File: src/rtl/fir_buf_pkg.sv
// Shared types and helpers for the FIR output buffer and later output-side blocks.
// Build option: FIR_BUF_DROP_CNT_EN adds the saturating drop counter.
package fir_buf_pkg;

    localparam int unsigned FIR_IN_W  = 24;
    localparam int unsigned FIR_OUT_W = 16;
    localparam int unsigned FIR_DEPTH = 16;
    localparam int unsigned CALC_W    = 64;

    // Counter width holding 0..depth (one bit wider than the address).
    function automatic int unsigned ptrW(input int unsigned depth);
        return $clog2(depth) + 1;
    endfunction

    typedef logic [ptrW(FIR_DEPTH)-1:0] levelT;
    typedef logic signed [CALC_W-1:0]   calcT;

    // Round half-up by 'shift' bits, then saturate to a signed outW-bit range.
    function automatic calcT roundSat(input calcT x, input int unsigned shift,
                                      input int unsigned outW);
        calcT sum;
        calcT q;
        calcT maxV;
        calcT minV;
        if (shift == 0) begin
            return x;
        end
        sum  = x + (calcT'(1) <<< (shift - 1));
        q    = sum >>> shift;
        maxV = (calcT'(1) <<< (outW - 1)) - calcT'(1);
        minV = -(calcT'(1) <<< (outW - 1));
        if (q > maxV) begin
            return maxV;
        end
        if (q < minV) begin
            return minV;
        end
        return q;
    endfunction

endpackage

File: src/rtl/fir_result_buffer_if.sv
// Stream interface between FIR result strobe, buffer, and consumer.
// Build option: FIR_BUF_DROP_CNT_EN adds drop_cnt.
interface fir_result_buffer_if import fir_buf_pkg::*; #(
    parameter int unsigned IN_W  = FIR_IN_W,
    parameter int unsigned OUT_W = FIR_OUT_W,
    parameter int unsigned DEPTH = FIR_DEPTH
);
    localparam int unsigned LVL_W = ptrW(DEPTH);

    logic [IN_W-1:0]  in_data;
    logic             in_valid;
    logic [OUT_W-1:0] out_data;
    logic             out_valid;
    logic             out_ready;
    logic [LVL_W-1:0] level;
    logic             overflow;
    logic             clr_ovf;
`ifdef FIR_BUF_DROP_CNT_EN
    logic [15:0]      drop_cnt;
`endif

    modport master (
        output in_data, in_valid, out_ready, clr_ovf,
        input  out_data, out_valid, level, overflow
`ifdef FIR_BUF_DROP_CNT_EN
        , input drop_cnt
`endif
    );

    modport slave (
        input  in_data, in_valid, out_ready, clr_ovf,
        output out_data, out_valid, level, overflow
`ifdef FIR_BUF_DROP_CNT_EN
        , output drop_cnt
`endif
    );

endinterface

File: src/rtl/fir_sync_fifo.sv
// Synchronous FIFO with a registered head word; push into empty appears next cycle.
module fir_sync_fifo import fir_buf_pkg::*; #(
    parameter int unsigned W     = 16,
    parameter int unsigned DEPTH = 16
) (
    input  logic                      clk,
    input  logic                      rst,
    input  logic                      push,
    input  logic                      pop,
    input  logic [W-1:0]              wdata,
    output logic [W-1:0]              rdata,
    output logic                      valid,
    output logic                      empty,
    output logic                      full,
    output logic [ptrW(DEPTH)-1:0]    level
);
    localparam int unsigned AW = $clog2(DEPTH);
    localparam int unsigned PW = AW + 1;

    logic [W-1:0]  mem [DEPTH];
    logic [PW-1:0] wrCnt;
    logic [PW-1:0] rdCnt;
    logic [PW-1:0] wrCntN;
    logic [PW-1:0] rdCntN;
    logic [PW-1:0] levelN;
    logic [PW-1:0] remainC;
    logic          popEff;
    logic          pushEff;

    // Accepted push/pop and next pointer/level values.
    always_comb begin
        popEff  = pop && valid;
        pushEff = push && (!full || popEff);
        wrCntN  = wrCnt + PW'(pushEff);
        rdCntN  = rdCnt + PW'(popEff);
        levelN  = wrCntN - rdCntN;
        remainC = level - PW'(popEff);
    end

    // Storage array; contents are don't-care until written.
    always_ff @(posedge clk) begin
        if (pushEff) begin
            mem[wrCnt[AW-1:0]] <= wdata;
        end
    end

    // Pointers, status flags and head register.
    always_ff @(posedge clk or posedge rst) begin
        if (rst) begin
            wrCnt <= '0;
            rdCnt <= '0;
            level <= '0;
            valid <= 1'b0;
            empty <= 1'b1;
            full  <= 1'b0;
            rdata <= '0;
        end else begin
            wrCnt <= wrCntN;
            rdCnt <= rdCntN;
            level <= levelN;
            valid <= (levelN != '0);
            empty <= (levelN == '0);
            full  <= (levelN == PW'(DEPTH));
            // Head only advances on pop or when nothing is presented.
            if (popEff || !valid) begin
                if (remainC == '0) begin
                    if (pushEff) begin
                        rdata <= wdata;
                    end
                end else begin
                    rdata <= mem[rdCntN[AW-1:0]];
                end
            end
        end
    end

endmodule

File: src/rtl/fir_result_buffer.sv
// FIR result capture: round/saturate to OUT_W, buffer in a FIFO, flag dropped samples.
// Build option: FIR_BUF_DROP_CNT_EN adds a saturating 16-bit drop counter on drop_cnt.
module fir_result_buffer import fir_buf_pkg::*; #(
    parameter int unsigned IN_W  = FIR_IN_W,
    parameter int unsigned OUT_W = FIR_OUT_W,
    parameter int unsigned DEPTH = FIR_DEPTH
) (
    input  logic                clk,
    input  logic                rst,
    fir_result_buffer_if.slave  bus
);
    localparam int unsigned SHIFT = IN_W - OUT_W;

    if (OUT_W > IN_W || OUT_W == 0) begin : gBadWidth
        $error("fir_result_buffer: OUT_W must be in 1..IN_W");
    end
    if (IN_W >= CALC_W) begin : gBadInW
        $error("fir_result_buffer: IN_W too wide for rounding helper");
    end
    if (DEPTH < 2 || (DEPTH & (DEPTH - 1)) != 0) begin : gBadDepth
        $error("fir_result_buffer: DEPTH must be a power of two >= 2");
    end

    logic [OUT_W-1:0] roundC;
    logic [OUT_W-1:0] s1Data;
    logic             s1Valid;
    logic             fifoFull;
    logic             fifoEmpty;
    logic             pop;
    logic             drop;

    // Rounded and saturated version of the incoming FIR result.
    always_comb begin
        roundC = OUT_W'(roundSat(calcT'(signed'(bus.in_data)), SHIFT, OUT_W));
    end

    // Stage 1: register the rounded sample with its strobe.
    always_ff @(posedge clk or posedge rst) begin
        if (rst) begin
            s1Valid <= 1'b0;
            s1Data  <= '0;
        end else begin
            s1Valid <= bus.in_valid;
            if (bus.in_valid) begin
                s1Data <= roundC;
            end
        end
    end

    // Consumer transfer and lost-sample detection.
    always_comb begin
        pop  = bus.out_ready && !fifoEmpty;
        drop = s1Valid && fifoFull && !pop;
    end

    fir_sync_fifo #(
        .W     (OUT_W),
        .DEPTH (DEPTH)
    ) uFifo (
        .clk   (clk),
        .rst   (rst),
        .push  (s1Valid),
        .pop   (pop),
        .wdata (s1Data),
        .rdata (bus.out_data),
        .valid (bus.out_valid),
        .empty (fifoEmpty),
        .full  (fifoFull),
        .level (bus.level)
    );

    // Sticky overflow flag; a drop outranks a same-cycle clear.
    always_ff @(posedge clk or posedge rst) begin
        if (rst) begin
            bus.overflow <= 1'b0;
        end else if (drop) begin
            bus.overflow <= 1'b1;
        end else if (bus.clr_ovf) begin
            bus.overflow <= 1'b0;
        end
    end

`ifdef FIR_BUF_DROP_CNT_EN
    // Saturating count of dropped samples; clear plus drop leaves a count of one.
    always_ff @(posedge clk or posedge rst) begin
        if (rst) begin
            bus.drop_cnt <= '0;
        end else if (drop) begin
            if (bus.clr_ovf) begin
                bus.drop_cnt <= 16'd1;
            end else if (bus.drop_cnt != 16'hFFFF) begin
                bus.drop_cnt <= bus.drop_cnt + 16'd1;
            end
        end else if (bus.clr_ovf) begin
            bus.drop_cnt <= '0;
        end
    end
`endif

endmodule
File: src/flat_wrapper.sv
// flat-port wrapper written by rule: the top's interface ports become plain ports
module fir_result_buffer_flat import fir_buf_pkg::*;
#(
    parameter int unsigned IN_W  = FIR_IN_W,
    parameter int unsigned OUT_W = FIR_OUT_W,
    parameter int unsigned DEPTH = FIR_DEPTH
)
  (clk, rst, bus_in_data, bus_in_valid, bus_out_ready, bus_clr_ovf, bus_out_data, bus_out_valid, bus_level, bus_overflow);
  fir_result_buffer_if #(.IN_W(IN_W), .OUT_W(OUT_W), .DEPTH(DEPTH)) bus_i ();
  input  logic clk;
  input  logic rst;
  input wire logic [$bits(bus_i.in_data)-1:0] bus_in_data;
  input wire logic [$bits(bus_i.in_valid)-1:0] bus_in_valid;
  input wire logic [$bits(bus_i.out_ready)-1:0] bus_out_ready;
  input wire logic [$bits(bus_i.clr_ovf)-1:0] bus_clr_ovf;
  output wire logic [$bits(bus_i.out_data)-1:0] bus_out_data;
  output wire logic [$bits(bus_i.out_valid)-1:0] bus_out_valid;
  output wire logic [$bits(bus_i.level)-1:0] bus_level;
  output wire logic [$bits(bus_i.overflow)-1:0] bus_overflow;
  assign bus_i.in_data = bus_in_data;
  assign bus_i.in_valid = bus_in_valid;
  assign bus_i.out_ready = bus_out_ready;
  assign bus_i.clr_ovf = bus_clr_ovf;
  assign bus_out_data = bus_i.out_data;
  assign bus_out_valid = bus_i.out_valid;
  assign bus_level = bus_i.level;
  assign bus_overflow = bus_i.overflow;
  fir_result_buffer #(.IN_W(IN_W), .OUT_W(OUT_W), .DEPTH(DEPTH)) u_core (.clk(clk), .rst(rst), .bus(bus_i));
endmodule
File: config.mk
export PLATFORM = sky130hd
export DESIGN_NAME = fir_result_buffer_flat
export DESIGN_NICKNAME = d
export VERILOG_FILES = /design/src/rtl/fir_buf_pkg.sv /design/src/rtl/fir_result_buffer_if.sv /design/src/rtl/fir_sync_fifo.sv /design/src/rtl/fir_result_buffer.sv /design/src/flat_wrapper.sv
export SDC_FILE = /design/constraint.sdc
export NUM_CORES = 1
export LEC_CHECK = 0
export ABC_AREA = 1
export BUFFER_PORTS_ARGS = -buffer_cell sky130_fd_sc_hd__buf_2
export CELL_PAD_IN_SITES_DETAIL_PLACEMENT = 0
export CELL_PAD_IN_SITES_GLOBAL_PLACEMENT = 1
export CORE_MARGIN = 2
export CORE_UTILIZATION = 30
export DETAILED_ROUTE_END_ITERATION = 16
export PLACE_DENSITY_LB_ADDON = 0.05
export SYNTH_ARGS = -nofsm -noshare
export SYNTH_HDL_FRONTEND = slang
export SYNTH_HIERARCHICAL = 1
export SYNTH_SLANG_ARGS = --single-unit
File: constraint.sdc
create_clock -name clk -period 3.8 [get_ports clk]
set_clock_uncertainty 0.05 [all_clocks]
set_input_delay 0.38 -clock clk [delete_from_list [all_inputs] [get_ports clk]]
set_output_delay 0.38 -clock clk [all_outputs]
set_load 0.03 [all_outputs]
-- Word level (Yosys, flattened, before mapping)
Memory sizes are Yosys's and may differ from the RTL's.
Cells that the tools add are included.
- bits in writable memories: 256
- register bits after elaboration: 52
- logic and storage cells: 49
- memories kept: 1
- input bits: 29
- add/subtract/negate cells: 5
- multiplexer cells: 13
- equal/unequal tests: 2
- reduce and logical (&&, ||, !) cells: 16
- $lt $le $gt $ge: 2
- memories (name ; words ; bits a word ; read ports ; clocked after memory_dff ; write ports ; RTL line ; RTL):
    u_core.uFifo.mem ; 16 ; 16 ; 1 ; 0 ; 1 ; fir_sync_fifo.sv:20 ; logic [W-1:0] mem [DEPTH];
- operator list (kind ; number):
    16-bit 2-to-1 mux ; 6
    24-bit by 9-bit adder with 25-bit output, second input constant ; 1
    17-bit by 16-bit > comparator with 1-bit output, second input constant ; 1
    17-bit by 16-bit less-than comparator with 1-bit output, second input constant ; 1
    5-bit by 1-bit adder with 5-bit output ; 2
    5-bit logical NOT ; 2
    1-bit 2-to-1 mux ; 7
    5-bit equality test, second input constant ; 1
    1-bit logical AND ; 5
    5-bit nonzero test ; 1
    5-bit by 1-bit subtractor with 5-bit output ; 1
    5-bit subtractor ; 1
    1-bit logical NOT ; 4
    1-bit logical OR ; 2
    2-bit inequality test, second input constant ; 1
    2-bit AND reduction ; 1
    2-bit nonzero test ; 1

-- Depth between registers and ports, before layout
- word-level depth: 8
- gate-level depth with buffers: 19

-- By module
The synthesis kept the hierarchy.
- modules (own cells, without submodules) (module ; times used ; area an instance (µm²) ; cells each ; sequential area each (µm²)):
    fir_sync_fifo ; 1 ; 12467.0 ; 1209 ; 8539.4
    fir_result_buffer ; 1 ; 1363.8 ; 189 ; 450.4

-- Least setup slack after synthesis
No wires, ideal clock.
- path kind: reg-to-reg
- from: register u_core.uFifo.empty
- to: register u_core.uFifo.valid
- path slack: 0.985 ns
- required time: 3.631 ns
- library setup time: 0.119 ns
- arrival time: 2.647 ns
- cell stages (with the launch flop): 18
- clock period less this slack: 2.815 ns
- cells stage by stage: dfstp_2 nor2_1 nand2_1 inv_1 ha_1 ha_1 inv_1 buf_2 buf_1 fa_1 a21oi_1 nor2_1 nor2_1 inv_1 nand3_1 nand2_1 nor2_1 inv_1
- elaborated cells between the ends (all ways): 9
- those cells by class: add/sub: 3; reduce/logical: 6
- RTL lines (element ; RTL line ; RTL):
    start: declaration ; fir_sync_fifo.sv:13 ; output logic empty,
    start signal: assignment ; fir_sync_fifo.sv:62 ; empty <= (levelN == '0);
    1-bit logical NOT ; fir_result_buffer.sv:52 ; pop = bus.out_ready && !fifoEmpty;
    1-bit logical AND ; fir_result_buffer.sv:52 ;
    via u_core.pop ; fir_result_buffer.sv:29 ; logic pop;
    1-bit logical AND ; fir_sync_fifo.sv:32 ; popEff = pop && valid;
    5-bit by 1-bit adder with 5-bit output ; fir_sync_fifo.sv:35 ; rdCntN = rdCnt + PW'(popEff);
    via u_core.uFifo.rdCntN[1] ; fir_sync_fifo.sv:24 ; logic [PW-1:0] rdCntN;
    5-bit subtractor ; fir_sync_fifo.sv:36 ; levelN = wrCntN - rdCntN;
    via u_core.uFifo.levelN[4] ; fir_sync_fifo.sv:25 ; logic [PW-1:0] levelN;
    5-bit nonzero test ; fir_sync_fifo.sv:61 ; valid <= (levelN != '0);
    end signal: assignment ; fir_sync_fifo.sv:61 ;
    end: declaration ; fir_sync_fifo.sv:12 ; output logic valid,
The timed path passes the listed nets, and every way through them passes these cells.
A chain may end at the register's enable or synchronous reset.

-- Worst setup path after layout
- from: register u_core.uFifo.empty
- to: register u_core.uFifo.valid
- longest elaborated chain between the ends: 8
- elaborated cells between the ends (all ways): 9
- those cells by class: add/sub: 3; reduce/logical: 6
- RTL lines (element ; RTL line ; RTL):
    1-bit logical NOT ; fir_result_buffer.sv:52 ;
    1-bit logical AND ; fir_result_buffer.sv:52 ;
    via u_core.pop ; fir_result_buffer.sv:29 ;
    1-bit logical AND ; fir_sync_fifo.sv:32 ;
    1-bit logical OR ; fir_sync_fifo.sv:33 ; pushEff = push && (!full || popEff);
    1-bit logical AND ; fir_sync_fifo.sv:33 ;
    5-bit by 1-bit adder with 5-bit output ; fir_sync_fifo.sv:34 ; wrCntN = wrCnt + PW'(pushEff);
    via u_core.uFifo.wrCntN[1] ; fir_sync_fifo.sv:23 ; logic [PW-1:0] wrCntN;
    5-bit subtractor ; fir_sync_fifo.sv:36 ;
    via u_core.uFifo.levelN[4] ; fir_sync_fifo.sv:25 ;
    5-bit nonzero test ; fir_sync_fifo.sv:61 ;
The timed path passes the listed nets, and every way through them passes these cells.

==> flow_metrics.env <==
export IMPL_status="complete, no violations"
export IMPL_first_global_vias=9183
export IMPL_worstHoldPathType="in2reg"
export IMPL_grt_antenna_before_repair=0
export IMPL_ctsResizeCount=0
export IMPL_clock_sinks=308
export IMPL_min_to="u_core/bus.overflow$_DFFE_PP0P_"
export IMPL_fmax_mhz=345
export IMPL_synth_edf_count=256
export IMPL_cts_root_buf="clkbuf_16"
export IMPL_yosys_warnings=6
export IMPL_tightest_slew_ns=1.12
export IMPL_synth_top_flop_cell="edfxtp_1"
export IMPL_layout_drive_gt1_share_pct=13.3
export IMPL_tns_ns=0
export IMPL_synth_cell_types=32
export IMPL_fin_crit_sh_pct=76.3
export IMPL_grt_max_degree=81
export IMPL_antenna_left=0
export IMPL_die_h_um=219
export IMPL_post_cts_buffers=0
export IMPL_track_usage_pct=16.8
export IMPL_ff2ff_path_depth=16
export IMPL_arrival_ns=3.27
export IMPL_dpl_hpwl_mm=23.3
export IMPL_worstPathMaxFanout=5
export IMPL_antennaDiodeCount=0
export IMPL_leakage_nw=6.90
export IMPL_min_path_cells=4
export IMPL_vias=9140
export IMPL_routedWlPerCell_um=18.4
export IMPL_r2r_slack_ns=0.90
export IMPL_startpoint_type="flip-flop"
export IMPL_place_inst=2017
export IMPL_clockBufferDepth=3
export IMPL_syn_area_per_cell_um2=9.89
export IMPL_initial_core_util_pct=30.4
export IMPL_place_congestion=0.722
export IMPL_finalCriticalPeriod_ns=2.90
export IMPL_cts_tree="built"
export IMPL_first_pass_iters=4
export IMPL_synthCells=1398
export IMPL_yosysSeqAreaShare_pct=65.0
export IMPL_path_clk_slew_ns=0.05
export IMPL_clkLatencyLatePin_ns=0.55
export IMPL_postRouteWirelength_mm=38.5
export IMPL_synthToLayoutAreaGrowth_pct=16.9
export IMPL_grt_ovfl_total=0
export IMPL_first_iter_violations=520
export IMPL_port_buffers=44
export IMPL_cp_required_ns=4.17
export IMPL_cts_buffers=38
export IMPL_rsz0062_at_grt="false"
export IMPL_synth_nets=1438
export IMPL_vias_per_cell=4.38
export IMPL_async_flop_share_pct=16.9
export IMPL_cp_end_kind="flip-flop"
export IMPL_ios=52
export IMPL_ctsHtreeMaxLevel=2
export IMPL_maxCapViolCount=0
export IMPL_dieArea_um2=47800
export IMPL_max_slew_margin_rel_pct=24.9
export IMPL_setup_viol=0
export IMPL_hold_violations=0
export IMPL_slew_violations=0
export IMPL_coreArea_um2=45500
export IMPL_startpoint="u_core/uFifo/empty$_DFF_PP1_"
export IMPL_worst_ir_drop_vdd_mv=0.536
export IMPL_p_per_area_nw_per_um2=840
export IMPL_worstReg2RegStart="u_core/uFifo/empty$_DFF_PP1_"
export IMPL_final_net_count=1499
export IMPL_min_from="bus_out_ready"
export IMPL_instances_no_fill=2088
export IMPL_drcViolationCount=0
export IMPL_grt_pass1_wl_mm=58.7
export IMPL_synth_seq_cells=308
export IMPL_die_width_um=219
export IMPL_r2r_end="u_core/uFifo/valid$_DFF_PP0_"
export IMPL_rows=78
export IMPL_crit_type="reg2reg"
export IMPL_netlist_area_um2=13800
export IMPL_holdBufCountCts=2
[report_power, final]
part / internal (mW) / switching, mW / total [mW]
Clock: 2.14 / 1.39 / 3.53
Sequential: 4.21 / 0.285 / 4.49
Combinational: 1.68 / 3.88 / 5.56
Total: 8.02 / 5.55 / 13.6
[registers in the layout, indices dropped and copies added, names as in the netlist]
signal,flops
u_core/uFifo/full,1
u_core/uFifo/rdCnt,5
u_core/s1Valid,1
u_core/uFifo/empty,1
u_core/uFifo/wrCnt,5
u_core/uFifo/level,5
u_core/uFifo/rdata,16
u_core/s1Data,16
u_core/uFifo/valid,1
u_core/uFifo/mem,256
u_core/bus.overflow,1
[through the flow]
stage / power, mW / util [%] / cell area [um^2] / setup slack [ns] / hold slack [ns]
3_3_place_gp: 10.3 / 32.8 / 14900 / 0.723 / 0.413
3_5_place_dp: 10.3 / 32.8 / 14900 / 0.734 / 0.415
2_1_floorplan: 8.09 / - / 13800 / 0.985 / 0.269
6_report: 13.6 / 35.5 / 16200 / 0.900 / 0.153
5_1_grt: 14.6 / 35.5 / 16200 / 0.533 / 0.156
4_1_cts: 13.9 / 35.5 / 16200 / 0.867 / 0.113
[cells in the mapped netlist, types with 3 or more instances]
master    number  area [um^2]
a21oi_1        4         20.0
buf_1          8         30.0
buf_2         32          160
buf_6          3         33.8
clkbuf_1      15         56.3
dfrtp_1       51         1280
edfxtp_1     256         7690
ha_1          10          125
inv_1        178          668
nand2_1      494         1850
nand2_2        7         43.8
nand3_1      195          976
nand3_2       12          120
nor2_1        77          289
nor2_2         4         25.0
nor2_4         3         33.8
or2_2         13         81.3
xnor2_1       10         87.6
xor2_1        10         87.6
[worst max-delay path by stage]
stage / to / slack (ns) / cells after the start
floorplan: u_core/uFifo/valid$_DFF_PP0_ / 0.98 / 17
global placement: u_core/uFifo/rdata[14]$_DFFE_PP0P_ / 0.72 / 15
detailed placement: u_core/uFifo/rdata[14]$_DFFE_PP0P_ / 0.73 / 15
CTS: u_core/uFifo/rdata[14]$_DFFE_PP0P_ / 0.87 / 13
global route: u_core/uFifo/valid$_DFF_PP0_ / 0.53 / 16
finish: u_core/uFifo/valid$_DFF_PP0_ / 0.90 / 16
[kinds of logic (layout without fill, tap and decap cells)]
logic type | after synthesis | after routing | share of synthesized area, %
adders and majority gates | 11 | 11 | 1.05
DFF | 308 | 308 | 65.0
xor gates and xnor gates | 22 | 22 | 1.58
buffers and inverters | 240 | 330 | 7.11
and+or+nand+nor | 808 | 808 | 24.9
AOI/OAI and AO/OA | 9 | 9 | 0.353
[critical path, stage by stage (launching register included)]
cell     delay (ns)
dfstp_2        0.36
nor2_1         0.26
nand2_1        0.12
nand2_1        0.07
nand2_1        0.07
inv_1          0.14
ha_1           0.20
ha_1           0.29
fa_1           0.47
a21oi_1        0.17
nor2_1         0.05
nor2_1         0.13
inv_1          0.05
nand3_1        0.09
nand2_1        0.08
nor2_1         0.12
inv_1          0.05
[metal layers]
| layer | global-route usage [%] | wire length (um) | up-vias |
|---|---|---|---|
| met5 | 0 | 0 | - |
| met2 | 28.6 | 18600 | 68 |
| met4 | 4.21 | 738 | 0 |
| met1 | 22.1 | 18300 | 4393 |
| li1 | - | - | 4629 |
| met3 | 2.85 | 869 | 50 |
[cells in the final DEF (no fill, tap or decap), types with 2 or more instances in the layout]
master,netlist,layout
ha_1,10,8
xor2_1,10,10
dfrtp_1,51,51
inv_1,178,176
buf_4,1,28
edfxtp_1,256,256
clkinv_1,0,4
or2_2,13,13
clkbuf_16,0,39
nor2_1,77,61
nand3_2,12,12
a21oi_1,4,4
clkinv_2,0,4
clkbuf_8,0,6
buf_2,32,44
bufinv_16,0,2
nand2_1,494,494
nor2_2,4,20
dlygate4sd3_1,0,2
nor3_1,2,2
inv_2,2,3
buf_12,1,7
nand3_1,195,195
xnor2_1,10,9
nand2_2,7,7
clkbuf_1,15,13
nor2_4,3,3
[final cells by class]
cell class | instances | area (um^2)
clock buffers | 58 | 1110
clock inverters | 11 | 104
well taps | 600 | 751
repair buffers | 81 | 591
fillers | 4635 | 29300
multi-input cells | 850 | 3940
inverters | 180 | 678
flip-flops and latches | 308 | 8990
(Power assumes the default switching activity.)
